[src/rtl/cp0_pkg.sv]
//============================================================================
// Package : cp0_pkg
// Brief   : Shared constants for the MIPS coprocessor-0 slice: register
//           numbers, SR/Cause bit positions and exception codes.
// Rev     : 1.0  initial release
//============================================================================
`default_nettype none

package cp0_pkg;

  // CP0 register numbers
  localparam logic [4:0] CP0_BADVADDR = 5'd8;
  localparam logic [4:0] CP0_COUNT    = 5'd9;
  localparam logic [4:0] CP0_COMPARE  = 5'd11;
  localparam logic [4:0] CP0_SR       = 5'd12;
  localparam logic [4:0] CP0_CAUSE    = 5'd13;
  localparam logic [4:0] CP0_EPC      = 5'd14;
  localparam logic [4:0] CP0_PRID     = 5'd15;

  // SR / Cause bit positions
  localparam int SR_IE     = 0;
  localparam int SR_EXL    = 1;
  localparam int SR_TM     = 16;
  localparam int CAUSE_BD  = 31;
  localparam int CAUSE_TI  = 30;
  localparam int IP_LSB    = 10;
  localparam int EXC_LSB   = 2;

  // Exception codes
  typedef enum logic [4:0] {
    EXC_INT  = 5'd0,
    EXC_ADEL = 5'd4,
    EXC_ADES = 5'd5,
    EXC_RI   = 5'd10,
    EXC_OV   = 5'd12
  } exc_code_e;

  // Address-error codes are the only ones that latch BadVAddr
  function automatic logic is_addr_fault(input logic [4:0] code);
    return (code == 5'(EXC_ADEL)) || (code == 5'(EXC_ADES));
  endfunction

endpackage

`default_nettype wire

[src/rtl/cp0_timer.sv]
//============================================================================
// Module : cp0_timer
// Brief  : Count/Compare timer with prescaler and timer-interrupt flag (TI).
//          Only instantiated when CP0_TIMER_EN is defined.
// Rev    : 1.0  initial release
//============================================================================
`default_nettype none

module cp0_timer
  import cp0_pkg::*;
#(
  parameter int CNT_DIV = 1
) (
  input  logic        clk,
  input  logic        reset,
  input  logic        wr_en_i,     // mtc0 already qualified against Req
  input  logic [4:0]  addr_i,
  input  logic [31:0] wdata_i,
  output logic [31:0] count_o,
  output logic [31:0] compare_o,
  output logic        ti_o
);

  // Prescaler counts 0..CNT_DIV-1; 8 bits covers the full 1..256 range
  localparam logic [7:0] PRESC_LAST = 8'(CNT_DIV - 1);

  logic [7:0]  presc_q, presc_d;
  logic [31:0] count_q, count_d;
  logic [31:0] compare_q, compare_d;
  logic        ti_q, ti_d;
  logic        wr_count, wr_cmp, tick;

  assign wr_count = wr_en_i && (addr_i == CP0_COUNT);
  assign wr_cmp   = wr_en_i && (addr_i == CP0_COMPARE);
  assign tick     = (presc_q == PRESC_LAST);

  // Next-state: software writes win over the increment; TI only fires when
  // Count actually moves onto Compare, so an idle Count==Compare after reset
  // does not raise a spurious interrupt.
  always_comb begin
    presc_d   = tick ? 8'd0 : presc_q + 8'd1;
    count_d   = count_q;
    compare_d = compare_q;
    ti_d      = ti_q;
    if (wr_count) begin
      count_d = wdata_i;
      presc_d = 8'd0;
    end else if (tick) begin
      count_d = count_q + 32'd1;
    end
    if (wr_cmp) begin
      compare_d = wdata_i;
      ti_d      = 1'b0;
    end else if ((wr_count || tick) && (count_d == compare_q)) begin
      ti_d = 1'b1;
    end
  end

  // Timer state registers
  always_ff @(posedge clk) begin
    if (reset) begin
      presc_q   <= 8'd0;
      count_q   <= 32'd0;
      compare_q <= 32'd0;
      ti_q      <= 1'b0;
    end else begin
      presc_q   <= presc_d;
      count_q   <= count_d;
      compare_q <= compare_d;
      ti_q      <= ti_d;
    end
  end

  assign count_o   = count_q;
  assign compare_o = compare_q;
  assign ti_o      = ti_q;

endmodule

`default_nettype wire

[src/rtl/cp0_ext.sv]
//============================================================================
// Module : cp0_ext
// Brief  : Coprocessor-0 beside the M stage: SR, Cause, EPC, PRId, BadVAddr
//          and optional Count/Compare timer. Raises Req for flush/redirect
//          and provides the eret return address.
// Config : CP0_TIMER_EN enables Count/Compare, TI, TM and TimerIrq.
// Rev    : 1.0  initial release
//============================================================================
`default_nettype none

module cp0_ext
  import cp0_pkg::*;
#(
  parameter int          NUM_HWINT = 6,
  parameter logic [31:0] PRID      = 32'h0000_0007,
  parameter int          CNT_DIV   = 1
) (
  input  logic                 clk,
  input  logic                 reset,
  input  logic                 en,
  input  logic [4:0]           CP0Add,
  input  logic [31:0]          CP0In,
  output logic [31:0]          CP0Out,
  input  logic [31:0]          VPC,
  input  logic                 BDIn,
  input  logic [4:0]           ExcCodeIn,
  input  logic [31:0]          BadVAddrIn,
  input  logic [NUM_HWINT-1:0] HWInt,
  input  logic                 EXLClr,
  output logic [31:0]          EPCOut,
  output logic                 Req,
  output logic                 TimerIrq
);

  logic                 ie_q, ie_d;
  logic                 exl_q, exl_d;
  logic [NUM_HWINT-1:0] im_q, im_d;
  logic                 bd_q, bd_d;
  logic [NUM_HWINT-1:0] ip_q, ip_d;
  logic [4:0]           exc_q, exc_d;
  logic [31:0]          epc_q, epc_d;
  logic [31:0]          badva_q, badva_d;

  logic        int_req, exc_req, wr_ok;
  logic        tm, ti;
  logic [31:0] count, compare;
  logic [31:0] sr_rd, cause_rd;

  // A pending exception/interrupt swallows any mtc0 in the same cycle
  assign wr_ok = en && !Req;

`ifdef CP0_TIMER_EN
  logic tm_q;

  // SR.TM lives here because it only exists with the timer
  always_ff @(posedge clk) begin
    if (reset) begin
      tm_q <= 1'b0;
    end else if (wr_ok && (CP0Add == CP0_SR)) begin
      tm_q <= CP0In[SR_TM];
    end
  end

  assign tm = tm_q;

  cp0_timer #(
    .CNT_DIV (CNT_DIV)
  ) u_timer (
    .clk       (clk),
    .reset     (reset),
    .wr_en_i   (wr_ok),
    .addr_i    (CP0Add),
    .wdata_i   (CP0In),
    .count_o   (count),
    .compare_o (compare),
    .ti_o      (ti)
  );
`else
  logic [8:0] unused_cnt_div;

  assign unused_cnt_div = 9'(CNT_DIV);
  assign tm      = 1'b0;
  assign ti      = 1'b0;
  assign count   = 32'd0;
  assign compare = 32'd0;
`endif

  // Request logic is purely combinational so the flush happens this cycle
  assign int_req  = !exl_q && ie_q && ((|(HWInt & im_q)) || (ti && tm));
  assign exc_req  = !exl_q && (ExcCodeIn != 5'd0);
  assign Req      = int_req || exc_req;
  assign TimerIrq = ti && tm;
  assign EPCOut   = {epc_q[31:2], 2'b00};

  // Next-state: mtc0 first, then eret, then exception entry overrides both
  always_comb begin
    ie_d    = ie_q;
    exl_d   = exl_q;
    im_d    = im_q;
    bd_d    = bd_q;
    ip_d    = HWInt;
    exc_d   = exc_q;
    epc_d   = epc_q;
    badva_d = badva_q;
    if (wr_ok && (CP0Add == CP0_SR)) begin
      ie_d  = CP0In[SR_IE];
      exl_d = CP0In[SR_EXL];
      im_d  = CP0In[IP_LSB +: NUM_HWINT];
    end
    if (wr_ok && (CP0Add == CP0_EPC)) begin
      epc_d = CP0In;
    end
    if (EXLClr) begin
      exl_d = 1'b0;
    end
    if (Req) begin
      epc_d = BDIn ? (VPC - 32'd4) : VPC;
      bd_d  = BDIn;
      exl_d = 1'b1;
      exc_d = exc_req ? ExcCodeIn : 5'(EXC_INT);
      if (exc_req && is_addr_fault(ExcCodeIn)) begin
        badva_d = BadVAddrIn;
      end
    end
  end

  // CP0 architectural registers
  always_ff @(posedge clk) begin
    if (reset) begin
      ie_q    <= 1'b0;
      exl_q   <= 1'b0;
      im_q    <= '0;
      bd_q    <= 1'b0;
      ip_q    <= '0;
      exc_q   <= 5'd0;
      epc_q   <= 32'd0;
      badva_q <= 32'd0;
    end else begin
      ie_q    <= ie_d;
      exl_q   <= exl_d;
      im_q    <= im_d;
      bd_q    <= bd_d;
      ip_q    <= ip_d;
      exc_q   <= exc_d;
      epc_q   <= epc_d;
      badva_q <= badva_d;
    end
  end

  // Assemble SR and Cause views; unimplemented bits read as zero
  always_comb begin
    sr_rd                          = 32'd0;
    sr_rd[SR_IE]                   = ie_q;
    sr_rd[SR_EXL]                  = exl_q;
    sr_rd[IP_LSB +: NUM_HWINT]     = im_q;
    sr_rd[SR_TM]                   = tm;
    cause_rd                       = 32'd0;
    cause_rd[CAUSE_BD]             = bd_q;
    cause_rd[CAUSE_TI]             = ti;
    cause_rd[IP_LSB +: NUM_HWINT]  = ip_q;
    cause_rd[EXC_LSB +: 5]         = exc_q;
  end

  // mfc0 read mux
  always_comb begin
    case (CP0Add)
      CP0_SR:       CP0Out = sr_rd;
      CP0_CAUSE:    CP0Out = cause_rd;
      CP0_EPC:      CP0Out = epc_q;
      CP0_PRID:     CP0Out = PRID;
      CP0_BADVADDR: CP0Out = badva_q;
      CP0_COUNT:    CP0Out = count;
      CP0_COMPARE:  CP0Out = compare;
      default:      CP0Out = 32'd0;
    endcase
  end

endmodule

`default_nettype wire

[config.mk]
export PLATFORM = sky130hd
export DESIGN_NAME = cp0_ext
export DESIGN_NICKNAME = d
export VERILOG_FILES = /design/src/rtl/cp0_pkg.sv /design/src/rtl/cp0_timer.sv /design/src/rtl/cp0_ext.sv
export SDC_FILE = /design/constraint.sdc
export NUM_CORES = 1
export LEC_CHECK = 0
export CAP_MARGIN = 25
export CORE_UTILIZATION = 44
export DETAILED_ROUTE_END_ITERATION = 8
export PLACE_DENSITY = 0.8
export RECOVER_POWER = 100
export SYNTH_ARGS = -nofsm -noshare
export SYNTH_HDL_FRONTEND = slang
export SYNTH_SLANG_ARGS = --single-unit
[constraint.sdc]
create_clock -name clk -period 2.7 [get_ports clk]
set_input_delay 0.54 -clock clk [delete_from_list [all_inputs] [get_ports clk]]
set_output_delay 0.54 -clock clk [all_outputs]
set_load 0.01 [all_outputs]
==> flow_metrics.tcl, run 1 <==
set metrics [dict create \
    worst_skew_pair.late_latency_ns 0.35 \
    intPower_w 0.00219 \
    worstPathArrival_ns 2.11 \
    ir_worst_vdd_v 0.000372 \
    cts_root_buf "clkbuf_8" \
    fin_skew_ns 0.0106 \
    cp-endpoint "CP0Out[31]" \
    crit_path_end_kind "output pin" \
    cp-start-kind "primary input" \
    worst_pin_slew_ns 1.43 \
    syn-cell-area_um2 4620 \
    grt_max_degree 43 \
    grt_pass1_vias 4605 \
    slew_headroom_pct 4.97 \
    seqPwrFrac_pct 46.4 \
    synth-seq-cells 84 \
    vias_per_cell 5.53 \
    syn_to_final_growth_pct 46.1 \
    hold_viol 0 \
    antenna_cells 0 \
    io_pins 183 \
    hpwlAfterDp_um 11900 \
    drive_gt1_share_pct 11.5 \
    die_h_um 105 \
    clock_path_buffers 2 \
    switchingPower_w 0.000773 \
    rr_startpoint "im_q[0]$_SDFFE_PP0P_" \
    final_nets 853 \
    crit_required_ns 2.16 \
    htreeDepth 3 \
    max_freq_mhz 377 \
    final.setup.worst_slack_ns 0.0454 \
    r2r_end "epc_q[30]$_SDFFE_PP0P_" \
    synth_flop_cell "dfxtp_1" \
    ys_seq_area_share_pct 36.4 \
    critPathMaxFanout 10 \
    r2r_slack_ns 0.64 \
    vias 4845 \
    powerDensity_nw_per_um2 438 \
    violations "design-rule violations" \
    power_w 0.00296 \
    clkTransAtPathRegs_ns 0.08 \
    postSynth.asyncResetShare_pct 0 \
    drtPass1Iterations 9 \
    yosysWarnings 0 \
    pre_cts_slack_ns -0.235 \
    period_needed_ns 2.65 \
    swShare_pct 26.1 \
    portBuffers 179 \
    gp_congestion 1.00 \
    rsz0062_at_grt "true" \
    synth_edf_count 0 \
    status "complete, but fails checks" \
    holdCritStartpoint "badva_q[16]$_SDFFE_PP0P_" \
    wirelength_um 15600 \
    fin_crit_sh_pct 98.3 \
    grt_pass1_wl_um 23900 \
    drc 1 \
    drt_iter0_drc 367 \
    power_frac_clock_pct 33.5 \
    syn_inst 564 \
    cap_violations 0 \
    start_util_pct 45.0 \
    antenna_found_initial 0 \
    numCtsBuffers 9 \
    dieArea_um2 10900 \
    setup_viol 0 \
    min_path_type "reg -> reg" \
    critPathKind "in -> out" \
    grt_overflow 0 \
    dieWidth_um 105 \
    critPathLaunch "CP0Add[3]" \
    placementRows 37 \
    final_util_pct 65.7 \
    wl_per_cell_um 17.8 \
    timing.hold.ws_ns 0.461 \
    cts_sinks 84 \
    power_leakage_nw 2.54 \
    grt.total_usage_pct 28.1 \
    fp.coreArea_um2 10300 \
    tritoncts "built" \
    p_comb_share_pct 20.1 \
    route.antenna.remaining_nets 0 \
    drv_slew 0 \
    synth_area_per_cell_um2 8.20 \
    r2r_cells 8 \
    synth_cell_types 50 \
]
[worst min-delay path by stage]
stage          cells after the start                  endpoint  slack (ns)
5_1_grt                            2  badva_q[12]$_SDFFE_PP0P_        0.48
4_1_cts                            2   badva_q[7]$_SDFFE_PP0P_        0.46
6_report                           2  badva_q[16]$_SDFFE_PP0P_        0.46
3_5_place_dp                       2   badva_q[7]$_SDFFE_PP0P_        0.45
2_1_floorplan                      2         bd_q$_SDFFE_PP0N_        0.44
3_3_place_gp                       2  badva_q[18]$_SDFFE_PP0P_        0.44
[area by class of cell]
cell class / count / area, um^2
clock inverters: 4 / 72.6
repair buffers: 231 / 2140
well taps: 136 / 170
clock buffers: 12 / 145
fillers: 919 / 3520
inverters: 5 / 18.8
flip-flops and latches: 84 / 1680
multi-input cells: 404 / 2530
[routing by layer]
metal | part of all wire, % | up-vias | global-route usage (%)
li1 | - | 2320 | -
met1 | 43 | 2241 | 36.4
met2 | 46 | 239 | 45.2
met3 | 6.2 | 45 | 3.63
met4 | 4.0 | 0 | 14.9
met5 | 0 | - | 0
[flip-flops by register name (all words and copies together) (netlist names)]
name / cells
badva_q: 32
bd_q: 1
epc_q: 32
exc_q: 5
exl_q: 1
ie_q: 1
im_q: 6
ip_q: 6
[synth_stat cells (all sizes together), types with 2 or more instances]
cell type	instances	share of area (%)
o21a	2	0.32
nand4bb	2	0.49
a311oi	5	0.95
nor4	8	1.1
and3b	2	0.38
or3	3	0.51
or4	2	0.35
and4b	2	0.43
a22o	20	3.8
nand2	97	7.9
xnor2	20	3.8
nor4b	3	0.89
nand2b	3	0.41
mux2i	22	4.8
nor3	13	2.0
nand4	5	0.68
nor2	38	3.1
dfxtp	84	36
a21oi	39	4.2
nor2b	27	3.7
o21ai	5	0.54
buf	40	6.4
inv	4	0.32
xor2	3	0.57
o31ai	3	0.49
a211oi	46	7.5
clkbuf	33	2.7
a22oi	20	3.2
[logic make-up after synthesis]
kind of cell,share of synthesized area (%)
and+or+nand+nor,22.8
AOI/OAI and AO/OA,21.8
DFF,36.4
buffers and inverters,9.55
xor gates and xnor gates,4.36
muxes,4.76
adders and majority gates,0.271
other,0.0811
[timing repair]
item	4_1_cts	5_1_grt
cloned	1	0
hold buffers	0	0
pin swaps	1	1
setup endpoints to repair	33	4
buffers inserted	2	1
hold endpoints to repair	0	0
gates resized for setup	74	21
[power by group through the flow]
stage	Sequential, W	Combinational (W)	Clock (W)
finish	0.00137	0.000595	0.000990
global route	0.00138	0.000638	0.00105
detailed placement	0.00140	0.000612	0
CTS	0.00137	0.000614	0.000997
floorplan	0.00136	0.000301	0
global placement	0.00140	0.000602	0
[critical path, stage by stage]
cell and delay (ns):
clkdlybuf4s50_1 0.48, and3b_1 0.19, and3b_2 0.25, buf_12 0.15, buf_6 0.12, nand2_1 0.07, nand2_1 0.09, clkdlybuf4s15_2 0.23
[per-stage QoR]
| stage | setup TNS [ns] | instances | area, um^2 |
|---|---|---|---|
| floorplan | 0 | 566 | 4630 |
| CTS | -0.0383 | 875 | 6840 |
| global placement | -4.36 | 856 | 6620 |
| finish | 0 | 876 | 6760 |
| global route | -0.0349 | 876 | 6760 |
| detailed placement | -6.17 | 856 | 6620 |
[cell usage in the layout (no fill, tap or decap), drive strengths merged, types with 2 or more instances in the layout]
cell / instances
a211oi: 46
a21oi: 39
a22o: 20
a22oi: 20
a311oi: 5
and3b: 2
and4b: 2
buf: 45
bufinv: 2
clkbuf: 37
clkdlybuf4s15: 3
clkdlybuf4s50: 112
clkinv: 2
conb: 3
dfxtp: 84
dlygate4sd2: 16
dlygate4sd3: 30
inv: 4
mux2i: 22
nand2: 97
nand2b: 3
nand4: 5
nand4bb: 2
nor2: 38
nor2b: 27
nor3: 13
nor4: 8
nor4b: 3
o21a: 2
o21ai: 5
o31ai: 3
or3: 3
or4: 2
xnor2: 20
xor2: 3
(Power assumes the default switching activity.)
==> run 2, diff against run 1 <==
TNS_END_PERCENT = 20   (was default)
==> flow_metrics.tcl, run 2 (synthesis results as in run 1) <==
set metrics [dict create \
    hpwlAfterDp_um 11900 \
    fin_skew_ns 0.00842 \
    clock_path_buffers 2 \
    vias_per_cell 5.50 \
    worstPathArrival_ns 2.12 \
    multiInputGateArea_um2 2540 \
    cp-start-kind "primary input" \
    final_common_cell "clkdlybuf4s50_1" \
    start_util_pct 45.0 \
    route.antenna.remaining_nets 0 \
    worst_pin_slew_ns 1.40 \
    nFillCells 905 \
    violations "design-rule violations" \
    ff_latch_area_um2 1680 \
    fin_crit_sh_pct 98.5 \
    drv_slew 0 \
    vias 4804 \
    numCtsBuffers 9 \
    final_cell_mix "clkdlybuf4s50_1, nand2_1, dfxtp_1, a211oi_1, a21oi_1" \
    grt_pass1_vias 4580 \
    placementRows 37 \
    hold_viol 0 \
    syn_to_final_growth_pct 47.5 \
    gp_congestion 1.00 \
    fp.coreArea_um2 10300 \
    status "complete, but fails checks" \
    io_pins 183 \
    critPathKind "in -> out" \
    cts_sinks 84 \
    design_area_um2 6820 \
    tritoncts "built" \
    cts-hold-fix-buffers 0 \
    finalSetupTns_ns 0 \
    dieWidth_um 105 \
    drtPass1Iterations 9 \
    critical-path-max-stage-delay_ns 0.42 \
    dp.cells 856 \
    final_nets 850 \
    reg_top3 "badva_q x32, epc_q x32" \
    wirelength_um 15500 \
    crit_required_ns 2.16 \
    ir_worst_vdd_v 0.000372 \
    grt_pass1_wl_um 23700 \
    antenna_found_initial 1 \
    power_leakage_nw 2.60 \
    path_cells "clkdlybuf4s50_1, and3b_1, and3b_2, buf_12, a22o_1, dlygate4sd2_1" \
    max_freq_mhz 376 \
    powerDensity_nw_per_um2 436 \
    crit_path_end_kind "output pin" \
    wl_per_cell_um 17.8 \
    postPlaceCellArea_um2 6620 \
    final_util_pct 66.3 \
    min_path_type "reg -> reg" \
    power_w 0.00297 \
    grt_max_degree 43 \
    setup_viol 0 \
    grt_overflow 0 \
    critPathMaxFanout 15 \
    layoutNonFillerInstCount 874 \
    drive_gt1_share_pct 11.0 \
    worst_skew_pair.late_latency_ns 0.36 \
    drt_iter0_drc 344 \
    slew_headroom_pct 6.85 \
    cts_root_buf "clkbuf_8" \
    cap_violations 0 \
    htreeDepth 3 \
    rsz0062_at_grt "true" \
    drc 1 \
    period_needed_ns 2.66 \
    portBuffers 179 \
    grt.total_usage_pct 27.8 \
    slowest_stage "clkdlybuf4s50_1" \
    die_h_um 105 \
    clkTransAtPathRegs_ns 0.08 \
    postCtsSetupBuffers 0 \
    dieArea_um2 10900 \
]
run 2: cell types whose count changed in the layout (fill, tap and decap cells not counted), sizes merged:
| cell | delta |
|---|---|
| dlymetal6s2s | +1 |
| dlygate4sd2 | +8 |
| clkdlybuf4s50 | -2 |
| dlygate4sd3 | +1 |
| diode | +1 |
| buf | -4 |
| clkbuf | -14 |
| clkdlybuf4s15 | +7 |
run 2: final timing paths:
path | cells past startpoint | from | slack (ns) | endpoint
hold / removal | 2 | badva_q[7]$_SDFFE_PP0P_ | 0.46 | badva_q[7]$_SDFFE_PP0P_
setup reg to reg | 8 | im_q[0]$_SDFFE_PP0P_ | 0.64 | epc_q[30]$_SDFFE_PP0P_
hold reg to reg | 2 | badva_q[7]$_SDFFE_PP0P_ | 0.46 | badva_q[7]$_SDFFE_PP0P_
setup / recovery | 6 | CP0Add[3] | 0.04 | CP0Out[26]
run 2: critical path, delay by kind of cell:
kind / cells / cell delay (ns)
compound gates: 1 / 0.24
simple gates: 2 / 0.46
buf+inv: 3 / 0.88
run 2: area by class of cell:
cell class / count / share of cell area, %
Clock buffer: 12 / 2.13
Sequential cell: 84 / 24.7
Clock inverter: 4 / 1.06
Timing Repair Buffer: 228 / 32.1
Antenna cell: 1 / 0.0367
Tap cell: 136 / 2.50
Multi-Input combinational cell: 404 / 37.2
Inverter: 5 / 0.275
run 2: power by group:
part           total [W]  switching (W)  internal, W
combinational   0.000595       0.000260     0.000335
sequential       0.00137      0.0000688      0.00130
clock            0.00100       0.000455     0.000546
run 2: repair_timing:
item                                    4_1_cts  5_1_grt
gates cloned                                  1        0
pin swaps                                     1        0
gates resized for setup                      52       13
endpoints found under the setup margin       33       17
run 2: metal layers:
layer | GRT usage, % | wire length [um] | share of wire [%] | up-vias
li1 | - | - | - | 2317
met2 | 45.1 | 7260 | 47 | 225
met1 | 35.9 | 6690 | 43 | 2226
met5 | 0 | 0 | 0 | -
met3 | 3.88 | 997 | 6.4 | 36
met4 | 14.0 | 570 | 3.7 | 0
run 2: metrics by stage:
stage / hold slack (ns) / setup WS, ns
floorplan: 0.436 / 0.379
global placement: 0.444 / -0.184
detailed placement: 0.451 / -0.235
CTS: 0.461 / -0.145
global route: 0.484 / -0.0139
finish: 0.459 / 0.0396
